**src/rtl/reset_seq_pkg.sv**
```systemverilog
// rtl/reset_seq_pkg.sv - shared types and constants for the SoC reset sequencer
package reset_seq_pkg;

  typedef enum logic [1:0] {PLL_WAIT, POR_HOLD, SYS_HOLD, RUN} state_t;
  typedef enum logic [1:0] {CAUSE_POR, CAUSE_PLL, CAUSE_BTN, CAUSE_SYS} rst_cause_t;

  localparam int RST_CNT_W = 8;

  function automatic logic [RST_CNT_W-1:0] sat_inc(input logic [RST_CNT_W-1:0] v);
    return (&v) ? v : v + RST_CNT_W'(1);
  endfunction

endpackage

```
**src/rtl/btn_debounce.sv**
```systemverilog
// rtl/btn_debounce.sv - two-flop synchroniser and debounce filter for the reset pushbutton
module btn_debounce #(
  parameter int DEBOUNCE_CYCLES = 1000
) (
  input  logic CLK,
  input  logic RESET,
  input  logic IN,
  output logic OUT
);

  localparam int DW = $clog2(DEBOUNCE_CYCLES + 1);

  logic          in_m;
  logic          in_s;
  logic [DW-1:0] cnt;

  // OUT only follows the synchronised input after DEBOUNCE_CYCLES consecutive disagreeing cycles
  always_ff @(posedge CLK) begin
    if (RESET) begin
      in_m <= 1'b0;
      in_s <= 1'b0;
      cnt  <= '0;
      OUT  <= 1'b0;
    end else begin
      in_m <= IN;
      in_s <= in_m;
      if (in_s == OUT) begin
        cnt <= '0;
      end else if (cnt == DW'(DEBOUNCE_CYCLES - 1)) begin
        OUT <= in_s;
        cnt <= '0;
      end else begin
        cnt <= cnt + DW'(1);
      end
    end
  end

endmodule

```
**src/rtl/reset_seq_ctrl.sv**
```systemverilog
// rtl/reset_seq_ctrl.sv - ordered PORESETn/HRESETn release with reset-cause and warm-reset count
module reset_seq_ctrl
  import reset_seq_pkg::*;
#(
  parameter int POR_CYCLES      = 255,
  parameter int SYS_CYCLES      = 16,
  parameter int DEBOUNCE_CYCLES = 1000
) (
  input  logic                 CLK,
  input  logic                 RESET,
  input  logic                 PLL_LOCKED,
  input  logic                 BTN_RESET,
  input  logic                 SYSRESETREQ,
  output logic                 PORESETn,
  output logic                 HRESETn,
  output logic [1:0]           RST_CAUSE,
  output logic [RST_CNT_W-1:0] RST_CNT
);

  localparam int HOLD_MAX = (POR_CYCLES > SYS_CYCLES) ? POR_CYCLES : SYS_CYCLES;
  localparam int HW       = $clog2(HOLD_MAX) + 1;

  state_t        state;
  state_t        state_nxt;
  logic [HW-1:0] ctr;
  logic [HW-1:0] ctr_nxt;
  logic [1:0]    cause_nxt;
  logic          exit_run;
  logic          pll_m;
  logic          pll_s;
  logic          btn_db;

  btn_debounce #(
    .DEBOUNCE_CYCLES(DEBOUNCE_CYCLES)
  ) u_btn_debounce (
    .CLK  (CLK),
    .RESET(RESET),
    .IN   (BTN_RESET),
    .OUT  (btn_db)
  );

  always_comb begin
    state_nxt = state;
    ctr_nxt   = ctr;
    cause_nxt = RST_CAUSE;
    exit_run  = 1'b0;
    case (state)
      PLL_WAIT: begin
        if (pll_s && !btn_db) begin
          state_nxt = POR_HOLD;
          ctr_nxt   = HW'(POR_CYCLES - 1);
        end
      end
      POR_HOLD: begin
        if (!pll_s || btn_db) begin
          state_nxt = PLL_WAIT;
        end else if (ctr == '0) begin
          state_nxt = SYS_HOLD;
          ctr_nxt   = HW'(SYS_CYCLES - 1);
        end else begin
          ctr_nxt = ctr - HW'(1);
        end
      end
      SYS_HOLD: begin
        if (!pll_s || btn_db) begin
          state_nxt = PLL_WAIT;
        end else if (ctr == '0) begin
          state_nxt = RUN;
        end else begin
          ctr_nxt = ctr - HW'(1);
        end
      end
      RUN: begin
        // PLL loss outranks the button, which outranks the core's warm request
        if (!pll_s) begin
          state_nxt = PLL_WAIT;
          cause_nxt = CAUSE_PLL;
          exit_run  = 1'b1;
        end else if (btn_db) begin
          state_nxt = PLL_WAIT;
          cause_nxt = CAUSE_BTN;
          exit_run  = 1'b1;
        end else if (SYSRESETREQ) begin
          state_nxt = SYS_HOLD;
          ctr_nxt   = HW'(SYS_CYCLES - 1);
          cause_nxt = CAUSE_SYS;
          exit_run  = 1'b1;
        end
      end
      default: state_nxt = PLL_WAIT;
    endcase
  end

  always_ff @(posedge CLK) begin
    if (RESET) begin
      state     <= PLL_WAIT;
      ctr       <= '0;
      pll_m     <= 1'b0;
      pll_s     <= 1'b0;
      PORESETn  <= 1'b0;
      HRESETn   <= 1'b0;
      RST_CAUSE <= CAUSE_POR;
      RST_CNT   <= '0;
    end else begin
      pll_m     <= PLL_LOCKED;
      pll_s     <= pll_m;
      state     <= state_nxt;
      ctr       <= ctr_nxt;
      PORESETn  <= (state_nxt == SYS_HOLD) || (state_nxt == RUN);
      HRESETn   <= (state_nxt == RUN);
      RST_CAUSE <= cause_nxt;
      if (exit_run) begin
        RST_CNT <= sat_inc(RST_CNT);
      end
    end
  end

endmodule
```
**config.mk**
```make
export PLATFORM = sky130hd
export DESIGN_NAME = reset_seq_ctrl
export DESIGN_NICKNAME = d
export VERILOG_FILES = /design/src/rtl/reset_seq_pkg.sv /design/src/rtl/btn_debounce.sv /design/src/rtl/reset_seq_ctrl.sv
export SDC_FILE = /design/constraint.sdc
export NUM_CORES = 1
export LEC_CHECK = 0
export ABC_CLOCK_PERIOD_IN_PS = 2000
export BUFFER_PORTS_ARGS = -buffer_cell sky130_fd_sc_hd__buf_4
export CORE_MARGIN = 5
export CORE_UTILIZATION = 25
export DETAILED_ROUTE_END_ITERATION = 12
export GPL_ROUTABILITY_DRIVEN = 1
export GPL_TIMING_DRIVEN = 0
export RECOVER_POWER = 50
export SYNTH_ARGS = -nofsm -noshare
export SYNTH_HDL_FRONTEND = slang
export SYNTH_SLANG_ARGS = --single-unit
export TNS_END_PERCENT = 1
```
**constraint.sdc**
```tcl
create_clock -name CLK -period 2 [get_ports CLK]
set_input_delay 0.6 -clock CLK [delete_from_list [all_inputs] [get_ports CLK]]
set_output_delay 0.6 -clock CLK [all_outputs]
set_load 0.01 [all_outputs]
```
==> results of run 1 <==
==> stage by stage <==
stage | worst slack [ns] | area (um2) | total power, mW | hold WS (ns) | TNS [ns]
5_1_grt | -0.0263 | 2220 | 1.84 | 0.464 | -0.110
6_report | 0.0478 | 2220 | 1.76 | 0.439 | 0
3_3_place_gp | -0.104 | 2040 | 0.960 | 0.423 | -0.479
3_5_place_dp | -0.112 | 2040 | 0.959 | 0.423 | -0.516
4_1_cts | 0.0214 | 2200 | 1.76 | 0.441 | 0
2_1_floorplan | 0.109 | 1800 | 0.923 | 0.413 | 0
==> where the power goes <==
part	leakage (nW)	switching (mW)	internal (mW)
clock network	0.0683	0.291	0.500
logic	0.382	0.104	0.0846
registers	0.309	0.0154	0.769
total	0.760	0.411	1.35
==> Yosys cell counts (4+ instances only) <==
cell type | number | share of area
o21a_1 | 4 | 0.017
dfxtp_1 | 38 | 0.42
nand3_1 | 9 | 0.025
nand2_1 | 12 | 0.025
nor2b_1 | 5 | 0.017
inv_1 | 6 | 0.013
nand2b_1 | 4 | 0.014
nor3_1 | 9 | 0.025
xnor2_1 | 6 | 0.029
clkbuf_1 | 7 | 0.015
a211oi_1 | 4 | 0.017
o21ai_0 | 12 | 0.033
a21oi_1 | 12 | 0.033
xor2_1 | 11 | 0.054
nand4_1 | 4 | 0.014
nor2_1 | 26 | 0.054
==> area by class of cell <==
type | instances | area share
plain buffers | 10 | 0.0214
clock buffers | 5 | 0.0309
clock inverters | 3 | 0.0309
inverters | 6 | 0.0124
multi-input cells | 156 | 0.454
flip-flops and latches | 38 | 0.345
well taps | 99 | 0.0557
repair buffers | 21 | 0.0489
==> flip-flops by register name, indices dropped and copies added, names as in the netlist <==
register             count
HRESETn                  1
PORESETn                 1
RST_CAUSE                2
RST_CNT                  8
ctr                      9
pll_m                    1
pll_s                    1
state                    2
u_btn_debounce.OUT       1
u_btn_debounce.cnt      10
u_btn_debounce.in_m      1
u_btn_debounce.in_s      1
==> routing by layer <==
metal	global-route usage	vias to the layer above	wire length (um)
li1	-	798	-
met1	0.118	726	1980
met2	0.133	24	1780
met3	0.0295	7	157
met4	0.0409	0	63
met5	0	-	0
==> kinds of logic (layout without fill, tap and decap cells) <==
group                      count (synthesis)  count (layout)  synth area share
and+or+nand+nor                           86              86             0.241
AOI/OAI and AO/OA                         46              47             0.176
xor gates and xnor gates                  17              17            0.0828
buffers and inverters                     16              45            0.0390
muxes                                      3               3            0.0167
adders and majority gates                  3               3            0.0209
DFF                                       38              38             0.423
==> worst paths after layout <==
kind / cells after the start / from / end
worst min-delay path: 1 / u_btn_debounce.in_m / u_btn_debounce.in_s
worst max-delay path: 9 / ctr[0] / ctr[2]
worst min register to register: 1 / u_btn_debounce.in_m / u_btn_debounce.in_s
worst max register to register: 9 / ctr[0] / ctr[2]
==> layout by cell type, fill, tap and decap left out, types with 3 or more instances in the layout <==
master | Yosys | layout
inv_1 | 6 | 4
a211oi_1 | 4 | 4
xor2_1 | 11 | 11
dfxtp_1 | 38 | 36
and2_1 | 3 | 3
nor2b_1 | 5 | 5
nand3_1 | 9 | 9
a21oi_1 | 12 | 12
buf_4 | 0 | 8
nand4_1 | 4 | 4
clkbuf_8 | 0 | 5
nor2_1 | 26 | 26
nor3_1 | 9 | 9
o21ai_0 | 12 | 9
nand2_1 | 12 | 12
o22ai_1 | 3 | 3
and4_1 | 3 | 3
xnor2_1 | 6 | 6
and3_1 | 3 | 3
o21ai_1 | 0 | 3
o21a_1 | 4 | 4
mux2i_1 | 3 | 3
nand2b_1 | 4 | 4
clkbuf_1 | 7 | 20
==> repair_timing <==
action                                  in CTS  in global routing
setup buffers                                0                  5
endpoints found under the setup margin       7                  9
gates resized for setup                      8                  8
endpoints found under the hold margin        0                  0
pin swaps                                    3                  8
gates cloned                                 0                  1
==> results.json, run 1 <==
{
  "die_w_um": 94.8,
  "end_kind": "flip-flop",
  "wl_mm": 3.98,
  "die_height_um": 94.8,
  "grt_remaining_overflow": 0,
  "cts_buffers": 5,
  "antenna_found_initial": 0,
  "grt_usage": 0.0901,
  "min-delay-path-class": "reg -> reg",
  "outcome": "completed",
  "initial_core_util": 0.252,
  "dr.pass1.iters": 4,
  "multi_input_area_um2": 1010,
  "leakage_nw": 0.760,
  "netlist_instances": 209,
  "avgViaCountPerCell": 4.60,
  "num_rows": 31,
  "critPathBufInv": 3,
  "crit_chain": "inv_4, ha_4, or3b_1, buf_6, o41ai_4, buf_4, a21oi_4, a41o_1, nor2_1",
  "final_cells": 338,
  "gp_congestion": 0.863,
  "nets": 246,
  "setup_viol": 0,
  "synth_edf_count": 0,
  "post-route-util": 0.312,
  "tightest_slew_ns": 0.502,
  "period_minus_slack_ns": 1.95,
  "io_buffers": 16,
  "cpPeakStageDelay_ns": 0.37,
  "ant_nets": 0,
  "async_flop_share": 0,
  "drc": 0,
  "vias": 1555,
  "ys_seq_elements": 38,
  "syn-num-nets": 217,
  "relSlewSlack": 0.665,
  "h-tree-depth": 2,
  "grt_pass1_wl_mm": 6.31,
  "yosysUniqueCellTypes": 41,
  "hold_buffers": 0,
  "rsz0062_at_grt": "yes",
  "clock-sinks": 38,
  "path_class": "reg -> reg",
  "first_global_vias": 1344,
  "ioPinCount": 17,
  "critPathMaxFanout": 6,
  "core_um2": 7140,
  "clockRootBuffer": "clkbuf_8",
  "seq_area_frac_synth": 0.423,
  "finClkSkew_ns": 0.0107,
  "drive_gt1_frac": 0.121,
  "critical_path_arrival_ns": 2.18,
  "ir_drop_mv": 0.317,
  "worst_setup_path_start_kind": "flip-flop",
  "cap_violations": 0,
  "synth_area_um2": 1800,
  "maxSlewViolCount": 0,
  "synthToLayoutAreaGrowth_pct": 23.7,
  "cts_buffer_depth": 2,
  "regArea_um2": 768,
  "wl_per_cell_um": 11.8,
  "die-area_um2": 8990,
  "synth_ff_type": "dfxtp_1",
  "max_freq_mhz": 512,
  "first_iter_violations": 40,
  "crit_required_ns": 2.23,
  "post-route-period-util": 0.976,
  "cts_tree": "done",
  "critical-path-slowest-cell": "dfxtp_4",
  "insertedDiodeCount": 0,
  "dpl.cell_count": 324,
  "clock_latency_ns": 0.30,
  "crit_family": "compound AO/OA/AOI/OAI gates",
  "grt_max_degree": 14,
  "rrSetupSlack_ns": 0.05,
  "p_per_area_nw_per_um2": 793,
  "hold_violations": 0,
  "avgSynthCellArea_um2": 8.60,
  "synth_warnings": 0,
  "hpwl_mm": 2.76,
  "path_clk_slew_ns": 0.07,
  "nFillCells": 789
}
No activity file was read; power rests on OpenSTA's default activity.
==> run 2, diff against run 1 <==
Settings changed: CORE_UTILIZATION 25 to 52, PLACE_DENSITY set to 0.74, SETUP_SLACK_MARGIN set to 0.4.
==> run 2 against run 1 <==
- final cell count down 15%
- largest power group is now registers
- routed wire length decreased by 6.1%
- sequential power is essentially flat
- largest cell class unchanged
==> results.json, run 2 (synthesis gave the netlist of run 1 again) <==
{
  "outcome": "completed",
  "dp_slack_ns": 0.0491,
  "tightest_slew_ns": 0.498,
  "finClkSkew_ns": 0.0102,
  "h-tree-depth": 2,
  "critPathMaxFanout": 5,
  "io_buffers": 16,
  "die-area_um2": 4730,
  "crit_chain": "inv_2, ha_4, or3b_1, buf_6, o41ai_4, buf_4, a21oi_4, a41o_1, nor2_1",
  "wl_per_cell_um": 13.1,
  "drive_gt1_frac": 0.138,
  "maxSlewViolCount": 0,
  "vias": 1554,
  "rsz0062_at_grt": "yes",
  "layout_common_cells": "dfxtp_1, nor2_1, clkbuf_1",
  "setup_ws_ns": 0.103,
  "initial_core_util": 0.539,
  "core_um2": 3340,
  "num_rows": 21,
  "period_minus_slack_ns": 1.90,
  "cts_tree": "done",
  "critical_path_arrival_ns": 2.19,
  "regMostFlops": "u_btn_debounce.cnt",
  "nets": 247,
  "grt_pass1_wl_mm": 6.47,
  "hold_ws_ns": 0.452,
  "dr.pass1.iters": 4,
  "end_kind": "flip-flop",
  "wl_mm": 3.73,
  "regArea_um2": 763,
  "largest_reg_flops": 10,
  "path_clk_slew_ns": 0.12,
  "setup_viol": 0,
  "clock-sinks": 38,
  "crit_required_ns": 2.29,
  "post-route-util": 0.637,
  "synthToLayoutAreaGrowth_pct": 18.3,
  "grt_usage": 0.182,
  "path_class": "reg -> reg",
  "reg.largest.list": "u_btn_debounce.cnt (10), ctr (9), RST_CNT (8)",
  "ioPinCount": 17,
  "post-route-period-util": 0.949,
  "die_w_um": 68.8,
  "relSlewSlack": 0.668,
  "hold_buffers": 0,
  "min-delay-path-class": "reg -> reg",
  "grt_remaining_overflow": 0,
  "hpwl_mm": 2.51,
  "hold_violations": 0,
  "total_power_mw": 1.64,
  "gp_congestion": 0.874,
  "setup_tns_ns": 0,
  "worst_setup_path_start_kind": "flip-flop",
  "ant_nets": 0,
  "antenna_found_initial": 0,
  "critical-path-slowest-cell": "or3b_1",
  "cts_buffers": 5,
  "avgViaCountPerCell": 5.43,
  "cts_buffer_depth": 2,
  "insertedDiodeCount": 0,
  "die_height_um": 68.8,
  "clockRootBuffer": "clkbuf_4",
  "nFillCells": 320,
  "grt_max_degree": 14,
  "multi_input_area_um2": 1010,
  "clock_latency_ns": 0.35,
  "first_global_vias": 1437,
  "max_freq_mhz": 527,
  "first_iter_violations": 141,
  "p_per_area_nw_per_um2": 772,
  "cap_violations": 0,
  "leakage_nw": 0.756,
  "layout_commonest_cell": "dfxtp_1",
  "ir_drop_mv": 0.501,
  "cpPeakStageDelay_ns": 0.35,
  "drc": 0
}
## run 2: cell count changes in the layout (fill, tap and decap cells not counted), sizes merged
cell  delta
buf      +1
## run 2: worst max-delay path, delay by kind of cell, from the launching register on
kind            cells  cell delay [ns]
buf+inv             3             0.40
simple gates        2             0.43
compound gates      3             0.53
flops               1             0.34
fa+ha+maj           1             0.13
## run 2: path summary, 6_finish.rpt
path / endpoint / cells after the start / slack [ns] / from
setup / recovery: ctr[2] / 9 / 0.10 / ctr[0]
hold / removal: u_btn_debounce.cnt[0] / 1 / 0.45 / u_btn_debounce.cnt[0]
setup reg to reg: ctr[2] / 9 / 0.10 / ctr[0]
hold reg to reg: u_btn_debounce.cnt[0] / 1 / 0.45 / u_btn_debounce.cnt[0]
## run 2: repair_timing
item / CTS / global route
pin swaps: 5 / 2
gates resized for setup: 3 / 3
setup endpoints to repair: 32 / 35
buffers inserted: 5 / 1
gates cloned: 1 / 0
## run 2: per-layer routing
| layer | routed length (um) | GRT usage |
|---|---|---|
| met1 | 1810 | 0.252 |
| met2 | 1630 | 0.268 |
| met3 | 247 | 0.0567 |
| met4 | 47 | 0.0584 |
| met5 | 0 | 0 |
## run 2: area by class of cell
type	instances	area share
buffer	10	0.0224
timing repair buffer	22	0.0565
tap	46	0.0271
clock buffer	5	0.0176
sequential	38	0.359
multi-input combinational	156	0.475
inverter	6	0.0106
clock inverter	3	0.0324
## run 2: through the flow
stage	area [um2]	instances
2_1_floorplan	1800	209
3_5_place_dp	1980	271
3_3_place_gp	1980	271
5_1_grt	2130	286
6_report	2130	286
4_1_cts	2150	285
## run 2: power breakdown
part	total (mW)	switching (mW)	internal (mW)
sequential	0.785	0.0140	0.771
combinational	0.197	0.107	0.0907
clock	0.659	0.268	0.391
total	1.64	0.389	1.25
